**config.mk**
```make
export PLATFORM = sky130hd
export DESIGN_NAME = fifo_rd_stream_adapter
export DESIGN_NICKNAME = d
export VERILOG_FILES = /design/src/rtl/fifo_pkg.sv /design/src/rtl/fifo_skid_buf.sv /design/src/rtl/fifo_rd_stream_adapter.sv
export SDC_FILE = /design/constraint.sdc
export NUM_CORES = 1
export LEC_CHECK = 0
export ABC_AREA = 1
export BUFFER_PORTS_ARGS = -buffer_cell sky130_fd_sc_hd__buf_4
export CAP_MARGIN = 10
export CORE_MARGIN = 8
export CORE_UTILIZATION = 32
export DETAILED_ROUTE_END_ITERATION = 6
export PLACE_DENSITY = 0.56
export REMOVE_ABC_BUFFERS = 1
export SLEW_MARGIN = 10
export SYNTH_ARGS = -nofsm -noshare
export SYNTH_HDL_FRONTEND = slang
export SYNTH_HIERARCHICAL = 1
export SYNTH_SLANG_ARGS = --single-unit
```
**constraint.sdc**
```tcl
create_clock -name i_clk -period 9.7 [get_ports i_clk]
set_input_delay 1.94 -clock i_clk [delete_from_list [all_inputs] [get_ports i_clk]]
set_output_delay 1.94 -clock i_clk [all_outputs]
set_load 0.02 [all_outputs]
```
**src/rtl/fifo_pkg.sv**
```systemverilog
// Shared constants and helpers for the FIFO read-side stream adapter.
package fifo_pkg;

  localparam int DEFAULT_DATA_WIDTH = 64;
  localparam int SKID_DEPTH         = 3;
  localparam int LEVEL_W            = 2;
  localparam int PTR_W              = 2;

  typedef logic [PTR_W-1:0]   ptr_t;
  typedef logic [LEVEL_W-1:0] level_t;

  // Pointers run 0..SKID_DEPTH-1, so they wrap 2->0 rather than at a power of two.
  function automatic ptr_t ptr_inc(input ptr_t p);
    return (p == ptr_t'(SKID_DEPTH - 1)) ? '0 : ptr_t'(p + 1'b1);
  endfunction

endpackage

```
**src/rtl/fifo_skid_buf.sv**
```systemverilog
// Three-entry skid buffer: register file with head/tail pointers and an occupancy count.
module fifo_skid_buf
  import fifo_pkg::*;
#(
  parameter int DATA_WIDTH = DEFAULT_DATA_WIDTH
) (
  input  logic                  i_clk,
  input  logic                  i_rst,
  input  logic                  i_push,
  input  logic                  i_pop,
  input  logic [DATA_WIDTH-1:0] i_data,
  output logic [DATA_WIDTH-1:0] o_data,
  output level_t                o_count
);

  logic [DATA_WIDTH-1:0] entry_q [SKID_DEPTH];
  ptr_t                  head_q, head_d;
  ptr_t                  tail_q, tail_d;
  level_t                count_q, count_d;

  always_comb begin
    // NOTE: every always_comb output gets a default first, so no path can infer a latch.
    count_d = count_q;
    head_d  = i_pop  ? ptr_inc(head_q) : head_q;
    tail_d  = i_push ? ptr_inc(tail_q) : tail_q;
    if (i_push && !i_pop) begin
      count_d = level_t'(count_q + 1'b1);
    end else if (!i_push && i_pop) begin
      count_d = level_t'(count_q - 1'b1);
    end
  end

  // NOTE: sequential state uses non-blocking assignments only, so every flop samples pre-edge values.
  always_ff @(posedge i_clk or posedge i_rst) begin
    if (i_rst) begin
      // NOTE: the entries are reset because o_data must read zero out of reset; a larger array would not be.
      for (int i = 0; i < SKID_DEPTH; i++) begin
        entry_q[i] <= '0;
      end
      head_q  <= '0;
      tail_q  <= '0;
      count_q <= '0;
    end else begin
      if (i_push) begin
        entry_q[tail_q] <= i_data;
      end
      head_q  <= head_d;
      tail_q  <= tail_d;
      count_q <= count_d;
    end
  end

  assign o_data  = entry_q[head_q];
  assign o_count = count_q;

endmodule

```
**src/rtl/fifo_rd_stream_adapter.sv**
```systemverilog
// Turns the async FIFO's registered read port into a valid/ready stream via a 3-entry skid buffer.
// Define FIFO_RD_ADAPTER_LAST_EN to generate o_m_last every PKT_LEN beats; otherwise o_m_last is 0.
module fifo_rd_stream_adapter
  import fifo_pkg::*;
#(
  parameter int DATA_WIDTH = DEFAULT_DATA_WIDTH,
  parameter int PKT_LEN    = 16
) (
  input  logic                  i_clk,
  input  logic                  i_rst,
  output logic                  o_fifo_rd_en,
  input  logic                  i_fifo_empty,
  input  logic [DATA_WIDTH-1:0] i_fifo_rd_data,
  output logic                  o_m_valid,
  input  logic                  i_m_ready,
  output logic [DATA_WIDTH-1:0] o_m_data,
  output logic                  o_m_last,
  output logic [LEVEL_W-1:0]    o_level
);

  if (PKT_LEN < 1) begin : g_bad_pkt_len
    $error("fifo_rd_stream_adapter: PKT_LEN must be >= 1");
  end

  logic             inflight_q;
  level_t           count;
  logic             pop;
  logic [LEVEL_W:0] occupancy;

  // Issue depends only on registered state, keeping i_m_ready off the FIFO read path.
  assign occupancy    = {1'b0, count} + {{LEVEL_W{1'b0}}, inflight_q};
  assign o_fifo_rd_en = !i_rst && !i_fifo_empty && (occupancy < (LEVEL_W + 1)'(SKID_DEPTH));

  always_ff @(posedge i_clk or posedge i_rst) begin
    if (i_rst) begin
      inflight_q <= 1'b0;
    end else begin
      inflight_q <= o_fifo_rd_en;
    end
  end

  assign o_m_valid = (count != '0);
  assign pop       = o_m_valid && i_m_ready;
  assign o_level   = count;

  fifo_skid_buf #(
    .DATA_WIDTH (DATA_WIDTH)
  ) u_skid (
    .i_clk   (i_clk),
    .i_rst   (i_rst),
    .i_push  (inflight_q),
    .i_pop   (pop),
    .i_data  (i_fifo_rd_data),
    .o_data  (o_m_data),
    .o_count (count)
  );

`ifdef FIFO_RD_ADAPTER_LAST_EN
  localparam int BEAT_W = $clog2(PKT_LEN) + 1;

  logic [BEAT_W-1:0] beat_q, beat_d;

  always_comb begin
    beat_d = beat_q;
    if (pop) begin
      beat_d = (beat_q == BEAT_W'(PKT_LEN - 1)) ? '0 : BEAT_W'(beat_q + 1'b1);
    end
  end

  always_ff @(posedge i_clk or posedge i_rst) begin
    if (i_rst) begin
      beat_q <= '0;
    end else begin
      beat_q <= beat_d;
    end
  end

  assign o_m_last = o_m_valid && (beat_q == BEAT_W'(PKT_LEN - 1));
`else
  assign o_m_last = 1'b0;
`endif

endmodule

```
==> impl_metrics.py, run 1 <==
metrics = {
    "worst_setup_path": {
        "critical_path_peak_fanout": 35,
        "rr_endpoint": "u_skid/entry_q[177]",
        "worstPathRequired_ns": 7.76,
        "crit_top_cell": "buf_4",
        "endpoint": "o_m_data[45]",
        "worst-path-stages": 5,
        "rrSetupSlack_ns": 7.46,
        "cp.arrival_ns": 2.60,
        "worst-path-buf-inv": 2,
        "cpPeakStageDelay_ns": 0.74,
        "critPathTopFamily": "simple AND/OR/NAND/NOR gates",
        "cp-end-kind": "output pin",
        "critical_path_class": "reg2out",
        "critPathLaunch": "u_skid/head_q[0]",
        "slowest_stage": "nor2_4",
        "timing.rr.start": "inflight_q",
        "worstRegToRegCells": 4,
        "start_kind": "register",
        "worstPathCellList": "nor2_4 > buf_4 > nand2_1 > nand3_1 > buf_4",
    },
    "outcome": {
        "outcome": "finished clean",
    },
    "grt": {
        "met3_usage_pct": 3.04,
        "grt_pass1_vias": 6812,
        "busiest_layer": "met2",
        "grt_pass1_wl_um": 35800,
        "antenna_found_initial": 0,
        "grt_max_degree": 128,
        "grt_use_total_pct": 13.4,
        "grt_overflow": 0,
        "met2_usage_pct": 21.9,
        "groute.layer.met1.usage_pct": 17.9,
    },
    "final_layout": {
        "regArea_mm2": 0.00498,
        "drive_above_1_share_pct": 16.9,
        "nets": 1177,
        "area_growth_pct": 20.3,
        "final_area_mm2": 0.0104,
        "fin_util_pct": 38.8,
        "multi_input_area_mm2": 0.00296,
        "antennaDiodeCount": 0,
        "fill_cells": 2861,
    },
    "power": {
        "sw_frac_of_total_pct": 40.7,
        "p_switching_uw": 1570,
        "total_power_uw": 3870,
        "power_frac_comb_pct": 42.7,
        "ir_worst_vdd_mv": 0.127,
        "power.density_mw_per_mm2": 373,
        "intPower_uw": 2290,
        "power.leakage_uw": 0.00529,
        "pwr-share-clk_pct": 19.5,
        "power_frac_seq_pct": 37.8,
    },
    "logic_synthesis": {
        "synth_seq_area_share_pct": 57.8,
        "synth-seq-cells": 199,
        "syn_area_per_cell_um2": 8.54,
        "netlist_top_cells_area": "dfrtp_1 58%, nand2_1 17%, o21ai_1 9.7%, nand3_1 4.0%, inv_1 3.2%",
        "yosys_warnings": 6,
        "synth_cell_types": 21,
        "synth_top_area_cell": "dfrtp_1",
        "synth_top_area_share_pct": 57.8,
        "synthCells": 1008,
        "syn_area_mm2": 0.00861,
    },
    "timing": {
        "min_period_ns": 4.54,
        "fmax_ghz": 0.220,
        "fin_worst_skew_ns": 0.0107,
        "rsz0062_at_grt": "no",
        "final_hold_viol_count": 0,
        "tns_ns": 0,
        "maxSlewHeadroom_pct": 37.1,
        "drv_slew": 0,
        "period_share_pct": 46.8,
        "worst_slew_pin_slew_ns": 0.943,
        "setup-violations-final": 0,
    },
    "drt": {
        "via_count": 6757,
        "vias_per_cell": 4.63,
        "firstDrtPassIters": 5,
        "drc": 0,
        "ant_nets": 0,
        "wl_per_cell_um": 14.6,
        "drtIter0Drc": 557,
        "routed_wl_um": 21400,
    },
    "die": {
        "rows": 60,
        "initial_core_util_pct": 32.2,
        "num_io_pins": 137,
        "dieArea_mm2": 0.0324,
        "core_area_mm2": 0.0267,
        "die_w_um": 180,
        "die_y_um": 180,
    },
    "clock_tree": {
        "cts.clk_slew.worst_paths_ns": 0.08,
        "cts_repair_resize_count": 0,
        "cts_setup_buffers": 0,
        "clockBufferDepth": 2,
        "cts_buffers": 17,
        "cts-root-buf": "clkbuf_16",
        "cts_tree": "built",
        "clock_latency_ns": 0.42,
        "cts.sinks": 199,
        "holdBufCountCts": 0,
        "htree_levels": 4,
    },
    "placed_design": {
        "routabilityCongestion": 0.706,
        "port_buffers": 135,
        "hpwl_um": 12800,
        "place_area_mm2": 0.00973,
    },
    "flow_run": {
        "maxCapViolations": 0,
    },
    "min_path": {
        "hold_path_class": "reg2reg",
    },
}
worst register-to-register path, cell delays in order, from the launching register on:
cell and delay (ns):
dfrtp_1 0.57, nand3_4 0.66, buf_4 0.61, nand2_1 0.17
o21ai_0 0.09
how the worst min path moves through the flow:
| stage | start | endpoint | slack [ns] | depth (start not counted) |
|---|---|---|---|---|
| 6_report | u_skid/entry_q[121] | u_skid/entry_q[121] | 0.49 | 2 |
| 5_1_grt | u_skid/entry_q[32] | u_skid/entry_q[32] | 0.51 | 2 |
| 4_1_cts | u_skid/entry_q[122] | u_skid/entry_q[122] | 0.49 | 2 |
| 3_5_place_dp | u_skid/entry_q[126] | u_skid/entry_q[126] | 0.47 | 2 |
| 3_3_place_gp | u_skid/entry_q[123] | u_skid/entry_q[123] | 0.47 | 2 |
| 2_1_floorplan | u_skid/entry_q[113] | u_skid/entry_q[113] | 0.45 | 2 |
cell families (layout without fill, tap and decap cells):
| kind of cell | count (synthesis) | after routing | synth area share [%] |
|---|---|---|---|
| buf+inv | 140 | 251 | 8.38 |
| other cells | 1 | 1 | 0.0435 |
| simple gates | 467 | 467 | 21.5 |
| compound gates | 197 | 197 | 11.7 |
| fa+ha+maj | 3 | 3 | 0.436 |
| xor+xnor | 1 | 1 | 0.102 |
| flops | 199 | 199 | 57.8 |
sequential cells by signal (all words and copies together) (netlist names):
| register | count |
|---|---|
| u_skid/head_q | 2 |
| inflight_q | 1 |
| u_skid/tail_q | 2 |
| u_skid/o_count | 2 |
| u_skid/entry_q | 192 |
synthesized netlist by cell type (all sizes together):
| master | count |
|---|---|
| nand2 | 393 |
| dfrtp | 199 |
| o21ai | 196 |
| inv | 77 |
| nand3 | 68 |
| buf | 60 |
| nor2 | 4 |
| clkbuf | 3 |
| ha | 3 |
| conb | 1 |
| nand4 | 1 |
| o21a | 1 |
| or2 | 1 |
| xnor2 | 1 |
layout make-up:
class | instances | area share (%)
clock buffer | 18 | 4.24
clock inverter | 14 | 1.84
inverter | 77 | 2.86
multi-input combinational | 669 | 28.6
sequential | 199 | 48.1
tap | 341 | 4.12
timing repair buffer | 142 | 10.3
power groups by stage:
stage               registers (uW)  clock network, uW  logic, uW
detailed placement            1480                  0       1690
global route                  1520                813       1850
floorplan                     1430                  0       1070
CTS                           1460                780       1700
global placement              1470                  0       1670
finish                        1460                753       1650
metal layers:
| layer | up-vias | wire length [um] |
|---|---|---|
| met5 | - | 0 |
| li1 | 3402 | - |
| met4 | 0 | 165 |
| met2 | 113 | 10100 |
| met1 | 3235 | 10300 |
| met3 | 7 | 849 |
placed cells by master, fill, tap and decap left out:
master and n:
nand4_1 1, inv_8 3, clkbuf_16 17, nor2_4 3, inv_1 73, o21a_1 1, buf_4 142, dfrtp_1 199
nand3_1 65, nand2_1 393, bufinv_16 2, ha_1 3, o21ai_2 5, inv_2 3, conb_1 1, clkinv_4 1
nor2_1 1, clkbuf_8 1, o21ai_0 24, inv_6 4, clkinvlp_4 2, xnor2_1 1, nand3_4 3, clkinv_8 3
or2_1 1, o21ai_1 167
through the flow:
step / worst slack, ns / instances / hold WS [ns]
4_1_cts: 5.05 / 1460 / 0.492
3_5_place_dp: 5.29 / 1428 / 0.470
3_3_place_gp: 5.29 / 1428 / 0.465
5_1_grt: 4.95 / 1460 / 0.507
2_1_floorplan: 2.36 / 945 / 0.453
6_report: 5.16 / 1460 / 0.488
Note: power is estimated with default switching activity, not from simulation.
==> inputs of run 2 (changes only) <==
--- a/config.mk
+++ b/config.mk
@@ -5,13 +5,13 @@
 export SDC_FILE = /design/constraint.sdc
 export NUM_CORES = 1
 export LEC_CHECK = 0
-export ABC_AREA = 1
+export ABC_AREA = 0
 export BUFFER_PORTS_ARGS = -buffer_cell sky130_fd_sc_hd__buf_4
 export CAP_MARGIN = 10
 export CORE_MARGIN = 8
 export CORE_UTILIZATION = 32
 export DETAILED_ROUTE_END_ITERATION = 6
-export PLACE_DENSITY = 0.56
+export PLACE_DENSITY = 0.58
 export REMOVE_ABC_BUFFERS = 1
 export SLEW_MARGIN = 10
 export SYNTH_ARGS = -nofsm -noshare
==> constraint.sdc (replaced) <==
create_clock -name i_clk -period 4.04 [get_ports i_clk]
set_input_delay 0.808 -clock i_clk [delete_from_list [all_inputs] [get_ports i_clk]]
set_output_delay 0.808 -clock i_clk [all_outputs]
set_load 0.02 [all_outputs]
==> run 2 against run 1 <==
  * Final cell count fell by 20%
  * Hold slack got worse by 0.24 ns
  * First-iteration DRC count fell by 46%
  * Count of clock-buffer cells in the layout is 1 lower
  * Wire length down 5.3%
  * Core utilization grew 0.63 points
  * Worst setup slack lost 4.3 ns
  * Global-route usage shrank 1.1 points
  * Synthesized cell count down 35%
  * Critical path type unchanged
  * Critical endpoint is now o_m_data[56]
  * Largest cell class unchanged
==> impl_metrics.py, run 2 <==
metrics = {
    "power": {
        "power.leakage_uw": 0.00496,
        "power.density_mw_per_mm2": 882,
        "total_power_uw": 9680,
        "ir_worst_vdd_mv": 0.405,
    },
    "timing": {
        "final_hold_viol_count": 0,
        "whs_ns": 0.252,
        "min_period_ns": 3.23,
        "fmax_ghz": 0.309,
        "maxSlewHeadroom_pct": 26.4,
        "setup-violations-final": 0,
        "worst_slew_pin_slew_ns": 1.10,
        "rsz0062_at_grt": "no",
        "tns_ns": 0,
        "period_share_pct": 80.0,
        "fin_worst_skew_ns": 0.0126,
        "drv_slew": 0,
        "setup_ws_ns": 0.807,
    },
    "final_layout": {
        "final_common_cell": "dfrtp_1",
        "area_growth_pct": 20.8,
        "regArea_mm2": 0.00498,
        "instances_no_fill": 1164,
        "fill_cells": 2668,
        "largest_reg_flops": 192,
        "nets": 845,
        "antennaDiodeCount": 0,
        "multi_input_area_mm2": 0.00378,
        "regMostFlops": "u_skid/entry_q",
        "drive_above_1_share_pct": 48.2,
        "layout_common_cells": "197 x dfrtp_1, 141 x buf_4, 132 x mux2_2, 66 x o21ai_0",
    },
    "worst_setup_path": {
        "critical_path_class": "reg2out",
        "worst-path-buf-inv": 2,
        "cp-end-kind": "output pin",
        "start_kind": "register",
        "worst-path-stages": 4,
        "cpPeakStageDelay_ns": 0.90,
        "slowest_stage": "dfrtp_4",
        "worstRegToRegCells": 3,
        "critical_path_peak_fanout": 37,
        "worstPathCellList": "buf_4 > mux2i_1 > o21ai_0 > buf_4",
        "worstPathRequired_ns": 3.23,
        "critPathTopFamily": "flip-flops",
        "cp.arrival_ns": 2.43,
        "crit_top_cell": "buf_4",
    },
    "logic_synthesis": {
        "synth_edf_count": 0,
        "syn_area_mm2": 0.00908,
        "ys.flop_type": "dfrtp_1",
        "netlist_top_cells_area": "dfrtp_1 55%, mux2_2 16%, mux2_4 9.9%, mux2i_1 7.1%, o21ai_0 3.6%",
        "synthArstFlopShare_pct": 100,
        "synth_cell_types": 26,
        "yosys_warnings": 6,
        "synth_common_cells": "199 x dfrtp_1, 132 x mux2_2, 66 x o21ai_0, 64 x mux2i_1, 64 x nand2_1",
        "synth-seq-cells": 199,
        "synth_seq_area_share_pct": 54.8,
        "syn_area_per_cell_um2": 13.9,
        "yosysMostFrequentCell": "dfrtp_1",
        "synth_top_area_cell": "dfrtp_1",
        "synth_top_area_share_pct": 54.8,
        "synthCells": 654,
    },
    "clock_tree": {
        "clock_latency_ns": 0.43,
        "cts_repair_resize_count": 0,
        "cts_setup_buffers": 0,
        "cts.clk_slew.worst_paths_ns": 0.08,
        "cts_buffers": 17,
        "cts-root-buf": "clkbuf_16",
        "holdBufCountCts": 0,
        "clockBufferDepth": 2,
        "cts_tree": "built",
        "htree_levels": 4,
        "cts.sinks": 199,
    },
    "placed_design": {
        "routabilityCongestion": 0.685,
        "post-place-ws_ns": 1.24,
        "hpwl_um": 12600,
        "numPlacedInstances": 1133,
        "port_buffers": 135,
    },
    "die": {
        "num_io_pins": 137,
        "core_area_mm2": 0.0279,
        "dieArea_mm2": 0.0340,
        "rows": 61,
        "die_w_um": 184,
        "initial_core_util_pct": 32.6,
        "die_y_um": 184,
    },
    "drt": {
        "routed_wl_um": 20200,
        "vias_per_cell": 4.68,
        "drc": 0,
        "ant_nets": 0,
        "drtIter0Drc": 298,
        "wl_per_cell_um": 17.4,
        "firstDrtPassIters": 4,
        "via_count": 5449,
    },
    "min_path": {
        "hold_path_class": "in2async",
    },
    "grt": {
        "grt_overflow": 0,
        "grt_use_total_pct": 12.2,
        "grt_pass1_wl_um": 33200,
        "antenna_found_initial": 0,
        "grt_pass1_vias": 5956,
        "grt_max_degree": 110,
    },
    "outcome": {
        "outcome": "finished clean",
    },
    "flow_run": {
        "maxCapViolations": 0,
    },
}
[run 2: cell types whose count changed after synthesis, sizes merged, moves of 3 or more]
cell | before | now
mux2i | 0 | 64
nand3 | 68 | 2
o21ai | 196 | 66
nand2 | 393 | 64
inv | 77 | 6
buf | 60 | 34
nor2 | 4 | 1
mux2 | 0 | 192
clkbuf | 3 | 10
[run 2: where the power goes]
group          total (uW)  internal [uW]  leakage [uW]  switching, uW
clock network        1690            868      0.000275            818
logic                4370           2270       0.00235           2100
registers            3620           3010       0.00234            606
[run 2: final cells by class]
type | instances | area share (%)
Clock buffer | 17 | 3.88
Multi-Input combinational cell | 405 | 34.4
Tap cell | 378 | 4.31
Clock inverter | 14 | 1.32
Timing Repair Buffer | 145 | 10.4
Sequential cell | 199 | 45.4
Inverter | 6 | 0.274
[run 2: worst register-to-register path, cell delays in order, from the launching register on]
cell     delay [ns]
dfrtp_1        0.40
inv_1          0.13
nand3_4        0.81
mux2_2         0.67
[run 2: logic make-up after synthesis]
| logic type | synth area share (%) |
|---|---|
| AOI/OAI and AO/OA | 4.06 |
| xor gates and xnor gates | 0.289 |
| adders and majority gates | 0.413 |
| buffers and inverters | 3.88 |
| DFF | 54.8 |
| muxes | 33.3 |
| other | 0.0413 |
| and+or+nand+nor | 3.17 |
[run 2: path summary, 6_finish.rpt]
kind,startpoint,slack [ns],to
hold reg to reg,u_skid/entry_q[95],0.51,u_skid/entry_q[95]
max in group asynchronous,i_rst,2.72,u_skid/entry_q[93]
setup / recovery,u_skid/head_q[1],0.81,o_m_data[56]
setup reg to reg,u_skid/tail_q[1],1.92,u_skid/entry_q[99]
hold / removal,i_rst,0.25,inflight_q
min in group i_clk,u_skid/entry_q[95],0.51,u_skid/entry_q[95]
[run 2: per-stage QoR]
stage / util [%] / area (um^2)
floorplan: - / 8750
global placement: 37.3 / 10400
detailed placement: 37.3 / 10400
CTS: 39.4 / 11000
global route: 39.4 / 11000
finish: 39.4 / 11000
[run 2: per-layer routing]
| metal | vias up | track usage, % | routed length, um |
|---|---|---|---|
| met4 | 0 | 3.48 | 179 |
| met1 | 2802 | 15.9 | 9360 |
| met5 | - | 0 | 0 |
| met3 | 10 | 3.27 | 1060 |
| li1 | 2535 | - | - |
| met2 | 102 | 19.9 | 9650 |
